[config.mk]
export PLATFORM = sky130hd
export DESIGN_NAME = psg_audio_mixer
export DESIGN_NICKNAME = d
export VERILOG_FILES = /design/src/rtl/psg_audio_pkg.sv /design/src/rtl/psg_dc_blocker.sv /design/src/rtl/psg_audio_mixer.sv
export SDC_FILE = /design/constraint.sdc
export NUM_CORES = 1
export LEC_CHECK = 0
export BUFFER_PORTS_ARGS = -buffer_cell sky130_fd_sc_hd__buf_2
export CELL_PAD_IN_SITES_DETAIL_PLACEMENT = 2
export CELL_PAD_IN_SITES_GLOBAL_PLACEMENT = 2
export CORE_MARGIN = 5
export CORE_UTILIZATION = 32
export DETAILED_ROUTE_END_ITERATION = 10
export PLACE_DENSITY_LB_ADDON = 0.05
export REMOVE_ABC_BUFFERS = 1
export SETUP_SLACK_MARGIN = 0.05
export SLEW_MARGIN = 10
export SYNTH_ARGS = -nofsm -noshare
export SYNTH_HDL_FRONTEND = slang
export SYNTH_SLANG_ARGS = --single-unit
[constraint.sdc]
create_clock -name CLK -period 4.35 [get_ports CLK]
set_input_delay 0.87 -clock CLK [delete_from_list [all_inputs] [get_ports CLK]]
set_output_delay 0.87 -clock CLK [all_outputs]
set_load 0.02 [all_outputs]
[src/rtl/psg_audio_pkg.sv]
// Shared types and the per-tick stereo mix function for the PSG audio mixer.
package psg_audio_pkg;

    localparam int unsigned CH_W  = 8;
    localparam int unsigned MIX_W = 10;
    localparam int unsigned OUT_W = 16;

    typedef enum logic [1:0] {
        MODE_MONO     = 2'd0,
        MODE_ABC      = 2'd1,
        MODE_ACB      = 2'd2,
        MODE_MONO_ALT = 2'd3
    } stereo_mode_e;

    // Returns {L, R}; the centre channel gets weight 1, the panned ones weight 2.
    function automatic logic [2*MIX_W-1:0] psg_mix(input stereo_mode_e mode,
                                                    input logic [CH_W-1:0] a,
                                                    input logic [CH_W-1:0] b,
                                                    input logic [CH_W-1:0] c);
        logic [MIX_W-1:0] ea;
        logic [MIX_W-1:0] eb;
        logic [MIX_W-1:0] ec;
        logic [MIX_W-1:0] l;
        logic [MIX_W-1:0] r;
        ea = MIX_W'(a);
        eb = MIX_W'(b);
        ec = MIX_W'(c);
        case (mode)
            MODE_ABC: begin
                l = (ea << 1) + eb;
                r = (ec << 1) + eb;
            end
            MODE_ACB: begin
                l = (ea << 1) + ec;
                r = (eb << 1) + ec;
            end
            default: begin
                l = ea + eb + ec;
                r = l;
            end
        endcase
        return {l, r};
    endfunction

endpackage

[src/rtl/psg_dc_blocker.sv]
// One-pole DC blocker applied once per output sample; only built with PSG_DCBLOCK_EN.
`ifdef PSG_DCBLOCK_EN
module psg_dc_blocker
    import psg_audio_pkg::*;
#(
    parameter int unsigned DC_K = 8
) (
    input  logic             CLK,
    input  logic             RESET,
    input  logic             in_stb,
    input  logic [OUT_W-1:0] x,
    output logic             out_stb,
    output logic [OUT_W-1:0] y
);

    localparam int unsigned CALC_W = 18;
    localparam int unsigned EXT_W  = CALC_W - OUT_W;

    logic [OUT_W-1:0]         x_prev_q, x_prev_d;
    logic [OUT_W-1:0]         y_q, y_d;
    logic                     stb_q, stb_d;
    logic signed [CALC_W-1:0] x_e, xp_e, yp_e, y_calc;

    // The saturated output doubles as y_prev for the next sample.
    always_comb begin
        x_prev_d = x_prev_q;
        y_d      = y_q;
        stb_d    = in_stb;
        x_e      = $signed({{EXT_W{x[OUT_W-1]}}, x});
        xp_e     = $signed({{EXT_W{x_prev_q[OUT_W-1]}}, x_prev_q});
        yp_e     = $signed({{EXT_W{y_q[OUT_W-1]}}, y_q});
        y_calc   = x_e - xp_e + yp_e - (yp_e >>> DC_K);
        if (in_stb) begin
            x_prev_d = x;
            if (y_calc[CALC_W-1:OUT_W-1] == '0 || y_calc[CALC_W-1:OUT_W-1] == '1) begin
                y_d = y_calc[OUT_W-1:0];
            end else if (y_calc[CALC_W-1]) begin
                y_d = {1'b1, {(OUT_W-1){1'b0}}};
            end else begin
                y_d = {1'b0, {(OUT_W-1){1'b1}}};
            end
        end
    end

    always_ff @(posedge CLK) begin
        if (RESET) begin
            x_prev_q <= '0;
            y_q      <= '0;
            stb_q    <= 1'b0;
        end else begin
            x_prev_q <= x_prev_d;
            y_q      <= y_d;
            stb_q    <= stb_d;
        end
    end

    assign y       = y_q;
    assign out_stb = stb_q;

endmodule
`endif

[src/rtl/psg_audio_mixer.sv]
// PSG stereo mixer with box-filter decimation over DECIM clock-enable ticks.
// Define PSG_DCBLOCK_EN to add a signed DC-blocking stage on each output side.
module psg_audio_mixer
    import psg_audio_pkg::*;
#(
    parameter int unsigned DECIM = 32,
    parameter int unsigned DC_K  = 8
) (
    input  logic             CLK,
    input  logic             RESET,
    input  logic             CE,
    input  logic [1:0]       STEREO_MODE,
    input  logic             MUTE,
    input  logic [CH_W-1:0]  CHANNEL_A,
    input  logic [CH_W-1:0]  CHANNEL_B,
    input  logic [CH_W-1:0]  CHANNEL_C,
    output logic [OUT_W-1:0] AUDIO_L,
    output logic [OUT_W-1:0] AUDIO_R,
    output logic             SAMPLE_STB
);

    localparam int unsigned SHIFT = $clog2(DECIM);
    localparam int unsigned CNT_W = SHIFT;
    localparam int unsigned ACC_W = MIX_W + SHIFT;

    if (DECIM < 2 || DECIM > 256 || (DECIM & (DECIM - 1)) != 0) begin : g_bad_decim
        $error("DECIM must be a power of two in 2..256");
    end
    if (DC_K < 4 || DC_K > 12) begin : g_bad_dck
        $error("DC_K must be in 4..12");
    end

    logic [CNT_W-1:0]   cnt_q, cnt_d;
    logic [ACC_W-1:0]   acc_l_q, acc_l_d, acc_r_q, acc_r_d;
    logic [OUT_W-1:0]   out_l_q, out_l_d, out_r_q, out_r_d;
    logic               out_stb_q, out_stb_d;
    logic [2*MIX_W-1:0] mix_lr;
    logic [MIX_W-1:0]   mix_l, mix_r, mean_l, mean_r;
    logic [ACC_W-1:0]   sum_l, sum_r;
    logic               last_tick;

    // The final tick of a window is folded into the mean rather than the accumulator.
    always_comb begin
        cnt_d     = cnt_q;
        acc_l_d   = acc_l_q;
        acc_r_d   = acc_r_q;
        out_l_d   = out_l_q;
        out_r_d   = out_r_q;
        out_stb_d = 1'b0;
        mix_lr    = MUTE ? '0 : psg_mix(stereo_mode_e'(STEREO_MODE), CHANNEL_A, CHANNEL_B, CHANNEL_C);
        mix_l     = mix_lr[2*MIX_W-1:MIX_W];
        mix_r     = mix_lr[MIX_W-1:0];
        sum_l     = acc_l_q + ACC_W'(mix_l);
        sum_r     = acc_r_q + ACC_W'(mix_r);
        mean_l    = MIX_W'(sum_l >> SHIFT);
        mean_r    = MIX_W'(sum_r >> SHIFT);
        last_tick = (cnt_q == CNT_W'(DECIM - 1));
        if (CE) begin
            if (last_tick) begin
                cnt_d     = '0;
                acc_l_d   = '0;
                acc_r_d   = '0;
                out_stb_d = 1'b1;
`ifdef PSG_DCBLOCK_EN
                out_l_d   = {1'b0, mean_l, 5'b0};
                out_r_d   = {1'b0, mean_r, 5'b0};
`else
                out_l_d   = {mean_l, 6'b0};
                out_r_d   = {mean_r, 6'b0};
`endif
            end else begin
                cnt_d   = cnt_q + CNT_W'(1);
                acc_l_d = sum_l;
                acc_r_d = sum_r;
            end
        end
    end

    always_ff @(posedge CLK) begin
        if (RESET) begin
            cnt_q     <= '0;
            acc_l_q   <= '0;
            acc_r_q   <= '0;
            out_l_q   <= '0;
            out_r_q   <= '0;
            out_stb_q <= 1'b0;
        end else begin
            cnt_q     <= cnt_d;
            acc_l_q   <= acc_l_d;
            acc_r_q   <= acc_r_d;
            out_l_q   <= out_l_d;
            out_r_q   <= out_r_d;
            out_stb_q <= out_stb_d;
        end
    end

`ifdef PSG_DCBLOCK_EN
    logic stb_l, stb_r;

    psg_dc_blocker #(.DC_K(DC_K)) u_dc_l (
        .CLK     (CLK),
        .RESET   (RESET),
        .in_stb  (out_stb_q),
        .x       (out_l_q),
        .out_stb (stb_l),
        .y       (AUDIO_L)
    );

    psg_dc_blocker #(.DC_K(DC_K)) u_dc_r (
        .CLK     (CLK),
        .RESET   (RESET),
        .in_stb  (out_stb_q),
        .x       (out_r_q),
        .out_stb (stb_r),
        .y       (AUDIO_R)
    );

    assign SAMPLE_STB = stb_l & stb_r;
`else
    assign AUDIO_L    = out_l_q;
    assign AUDIO_R    = out_r_q;
    assign SAMPLE_STB = out_stb_q;
`endif

endmodule

Word-level counts from Yosys, hierarchy flattened
Index checks and enable logic that the tools add are counted.
{ "totals": {"ff_bits": 56, "word_cells": 28, "output_inout_bits": 33} }
{ "classes": {"add_sub_neg": 9, "eq_ne": 3, "bitwise": 1, "n_reduce_logical": 2, "n_mux": 7} }
{ "ops": {"columns": ["operator", "n"], "rows": [
  ["$add 9x8->10", 5],
  ["$pmux 10 s2", 2],
  ["$add 15x10->15", 2],
  ["$mux 15", 2],
  ["$mux 20", 1],
  ["$add 8x8->9", 1],
  ["$add 5x1->5 const B", 1],
  ["$eq 5x5->1 const B", 1],
  ["$mux 5", 1],
  ["$eq 2x1->1 const B", 1],
  ["$eq 2x2->1 const B", 1],
  ["$reduce_and 2->1", 1],
  ["$reduce_or 2->1", 1],
  ["$mux 1", 1],
  ["$not 1->1", 1]
]} }

Depth between registers and ports, before layout
{ "depth": {"ltp_word": 6, "depth_mapped": 21} }

Worst setup path after synthesis
No wires, ideal clock.
{ "synth_path": {"kind": "input-to-reg", "startpoint": "in STEREO_MODE[0]", "endpoint": "reg acc_l_q[12]", "t_arrival_ns": 4.521, "t_required_ns": 4.236, "setup_time_ns": 0.114, "path_buffers": 2, "setup_slack_ns": -0.285, "path_stages": 19, "cell_sequence": "inv_1 -> ha_1 -> clkbuf_1 -> clkbuf_1 -> mux2_2 -> ha_1 -> or3_1 -> a221o_1 -> a31oi_1 -> xnor2_1 -> a21oi_1 -> nor2_1 -> ha_1 -> nand4_1 -> nor2_1 -> a221o_2 -> and3_1 -> nor3b_1 -> a21o_1"} }
{ "synth_via": {"elab_chain_len": 5} }
{ "synth_lines": {"columns": ["element", "line_no", "rtl"], "rows": [
  ["start, declared", "psg_audio_mixer.sv:12", "input logic [1:0] STEREO_MODE,"],
  ["$eq 2x2->1 or $eq 2x1->1 (tied branches)", "psg_audio_pkg.sv:28", "case (mode)"],
  ["$pmux 10 s2 *", "psg_audio_pkg.sv:28", null],
  ["$mux 20 *", "psg_audio_mixer.sv:50", "mix_lr = MUTE ? '0 : psg_mix(stereo_mode_e'(STEREO_MODE), CHANNEL_A, CHANNEL_B, CHANNEL_C);"],
  ["$add 15x10->15 *", "psg_audio_mixer.sv:53", "sum_l = acc_l_q + ACC_W'(mix_l);"],
  ["$mux 15 *", "psg_audio_mixer.sv:59", "if (last_tick) begin"],
  ["end signal, assigned", "psg_audio_mixer.sv:89", "acc_l_q <= acc_l_d;"],
  ["end, declared", "psg_audio_mixer.sv:34", "logic [ACC_W-1:0] acc_l_q, acc_l_d, acc_r_q, acc_r_d;"]
]} }
Every way passes the cells marked *; elsewhere a longest branch is shown, timed or not.
A chain may end at the register's enable or synchronous reset.

Worst setup path after layout
{ "layout_path": {"startpoint": "in CHANNEL_A[1]", "endpoint": "reg acc_l_q[12]"} }
{ "layout_via": {"elab_chain_len": 6} }
{ "layout_lines": {"columns": ["element", "line_no", "rtl"], "rows": [
  ["start, declared", "psg_audio_mixer.sv:14", "input logic [CH_W-1:0] CHANNEL_A,"],
  ["$add 8x8->9", "psg_audio_pkg.sv:38", "l = ea + eb + ec;"],
  ["$add 9x8->10", "psg_audio_pkg.sv:38", null],
  ["$pmux 10 s2 *", "psg_audio_pkg.sv:28", null],
  ["$mux 20 *", "psg_audio_mixer.sv:50", null],
  ["$add 15x10->15 *", "psg_audio_mixer.sv:53", null],
  ["$mux 15 *", "psg_audio_mixer.sv:59", null]
]} }
Marked as above.

==> run_results.csv <==
group,metric,value,unit
sta,rsz0062_at_grt,"yes",
cts,cts_tree,"done",
status,violations,"negative setup slack",
yosys,synth-async-reset-ratio,0,%
power_and_ir_drop,p_int,1210,uW
worst_setup_path,path_buf_inv,5,
power_and_ir_drop,combPwrFrac,50.6,%
worst_setup_path,max_stage_delay,0.54,ns
yosys,avgSynthCellArea,8.02,um^2
sta,fin_ws,-0.0959,ns
layout,drive_above_1_share,35.0,%
grt,grt_pass1_wl,29100,um
sta,finalMaxSlewViolations,0,
yosys,ys.flop_type,"dfxtp_1",
yosys,synthCells,609,
sta,post-route-period-util,102,%
placed_design,place_ws,-0.702,ns
placed_design,hpwl,14800,um
worst_hold_path,hold_depth,2,
sta,fin_skew,0.00960,ns
floorplan,io_pins,63,
drt,num_vias,5119,
cts,clkSinkCount,56,
floorplan,fp-row-count,45,
yosys,yosys-top-cells-count,"nor2_1, dfxtp_1, ha_1, o21ai_0, nand2_1",
yosys,synth_edf_count,0,
worst_setup_path,crit_slowest_cell,"fa_1",
worst_setup_path,cp-end-kind,"flop",
yosys,ys_seq_area_share,22.9,%
yosys,syn_area,4890,um^2
cts,clk_pin_slew_worst_paths,0.07,ns
yosys,yosys_register_bits,56,
drt,drtPass1Iterations,4,
drt,drc,0,
worst_setup_path,path_class,"input pin to flop",
worst_setup_path,crit_path_start_kind,"input pin",
layout,fillers,1675,
placed_design,place_congestion,0.900,
drt,ant_nets,0,
cts,cts-hold-fix-buffers,0,
power_and_ir_drop,p_leak,0.00306,uW
grt,grt_use_total,20.1,%
placed_design,port_buffers,50,
worst_setup_path,worst_path_most_repeated_cell,"a21o_1",
power_and_ir_drop,pwr-share-clk,20.9,%
worst_setup_path,cp.depth,21,
sta,slew_headroom,32.7,%
floorplan,core,15100,um^2
floorplan,dieHeight,134,um
grt,grt_start_max_net_pins,26,
sta,max_freq,225,MHz
layout,multiInputGateArea,4080,um^2
worst_hold_path,min-delay-path-class,"flop to flop",
yosys,yosysMostFrequentCell,"nor2_1",
yosys,yosysTopAreaCell,"dfxtp_1",
cts,clk_latency,0.30,ns
worst_setup_path,path_max_fanout,4,
sta,hold_viol_final,0,
power_and_ir_drop,switching_share,38.1,%
cts,cts-htree-levels,2,
worst_setup_path,r2r_cells,9,
worst_setup_path,required,4.55,ns
grt,antenna_found_initial,0,
layout,area_delta_synth_final,41.4,%
drt,initialDrtViolationCount,110,
grt,first_global_vias,5724,
drt,wl_per_cell,20.2,um
layout,diodes,0,
worst_setup_path,cp_top_family,"compound AO/OA/AOI/OAI gates",
drt,wl,19200,um
floorplan,start_util,32.4,%
yosys,synth_area_leaders,"dfxtp_1, ha_1, fa_1",
cts,clock_path_buffers,2,
layout,final_nets,860,
cts,numCtsBuffers,5,
job,drv_cap,0,
floorplan,fp.dieW,134,um
worst_setup_path,path_cells,"buf_8 > inv_4 > fa_1 > inv_1 > ha_2 > inv_2 > fa_2 > nor2b_1 > o21a_1 > o21a_4 > o2111ai_2 > o311ai_2 > buf_4 > nor2_4 > ha_4 > a21o_1 > a21o_1 > a221o_2 > and3_4 > nor3b_2 > a21o_1",
sta,tightest_slew,1.01,ns
drt,vias_per_cell,5.38,
cts,root_buffer,"clkbuf_16",
yosys,yosys_warnings,0,
sta,finalSetupViolCount,7,
grt,gr-total-overflow,0,
power_and_ir_drop,powerDensity,283,nW/um^2
power_and_ir_drop,peakVddDrop,0.137,mV
floorplan,fp.dieArea,17800,um^2
sta,finalCriticalPeriod,4.45,ns
power_and_ir_drop,switchingPower,744,uW
sta,setup-tns-final,-0.359,ns
yosys,yosys.cell_types.count,64,
yosys,synth_top_area_share,22.9,%
power_and_ir_drop,p_seq_share,28.5,%
worst_setup_path,crit_arrival,4.64,ns
status,status,"finished, violations left",
layout,regArea,1120,um^2
[sequential cells by signal (all words and copies together) (netlist names)]
register / cells
acc_l_q: 15
AUDIO_L: 10
cnt_q: 5
AUDIO_R: 10
SAMPLE_STB: 1
acc_r_q: 15
[repair_timing]
| action | in CTS | in global routing |
|---|---|---|
| endpoints found under the hold margin | 0 | 0 |
| pin swaps | 23 | 29 |
| setup endpoints to repair | 30 | 35 |
| setup buffers | 8 | 8 |
| resized for setup | 53 | 82 |
| cloned | 0 | 1 |
[layout by cell type (no fill, tap or decap), drive strengths merged, types with 13 or more instances in the layout]
cell	Yosys	routed
nand3	15	15
a22o	16	16
dfxtp	56	56
nor2	62	62
xnor2	22	22
inv	25	25
fa	14	14
xor2	14	14
a21oi	45	45
a211oi	13	13
nand2	51	51
ha	53	53
o21ai	53	53
buf	14	169
[power groups by stage]
stage                     logic (uW)  clock network (uW)  registers, uW
after global routing            1080                 433            559
after CTS                        872                 413            555
after global placement           779                   0            563
after floorplan                  458                   0            560
after detailed placement         820                   0            565
final                            988                 408            557
[worst min-delay path: stages (launching register included)]
cell,delay (ns)
dfxtp_1,0.31
nand2_1,0.05
o21ai_1,0.05
[layout make-up]
cell class,count,share of cell area [%]
Clock buffer,5,1.81
Clock inverter,2,0.181
Inverter,26,1.52
Multi-Input combinational cell,504,59.0
Sequential cell,56,16.2
Tap cell,188,3.41
Timing Repair Buffer,170,17.8
[cells by family (layout without fill, tap and decap cells)]
group                    after synthesis  in the layout  share of synthesized area (%)
AO/OA/AOI/OAI                        201            201                           27.0
other                                  1             12                         0.0768
adder cells (fa/ha/maj)               67             67                           19.3
AND/OR/NAND/NOR                      182            182                           17.3
multiplexers                           6              6                           1.36
XOR/XNOR                              36             36                           6.45
buffers and inverters                 60            203                           5.61
flip-flops                            56             56                           22.9
[path summary, 6_finish.rpt]
| path | from | endpoint | slack (ns) |
|---|---|---|---|
| worst max-delay path | CHANNEL_A[1] | acc_l_q[12] | -0.1 |
| worst min-delay path | AUDIO_R[11] | AUDIO_R[11] | 0.44 |
| worst max register to register | cnt_q[0] | AUDIO_R[9] | 1.41 |
| worst min register to register | AUDIO_R[11] | AUDIO_R[11] | 0.44 |
[per-stage QoR]
step	hold WS (ns)	std cells	total power (uW)	area (um^2)	util [%]
after detailed placement	0.438	929	1380	6040	40.0
after global routing	0.464	951	2070	6910	45.8
after global placement	0.430	929	1340	6040	40.0
after floorplan	0.432	586	1020	4750	-
final	0.442	951	1950	6910	45.8
after CTS	0.446	943	1840	6420	42.6
[routing by layer]
layer	routed length, um	global-route usage [%]	share of wire [%]	vias up
met3	301	1.77	1.6	20
met1	7610	22.3	40	2537
met4	393	5.83	2.0	0
li1	-	-	-	2496
met2	10900	40.2	57	66
met5	0	0	0	-
Power figures use the tool's default switching activity.
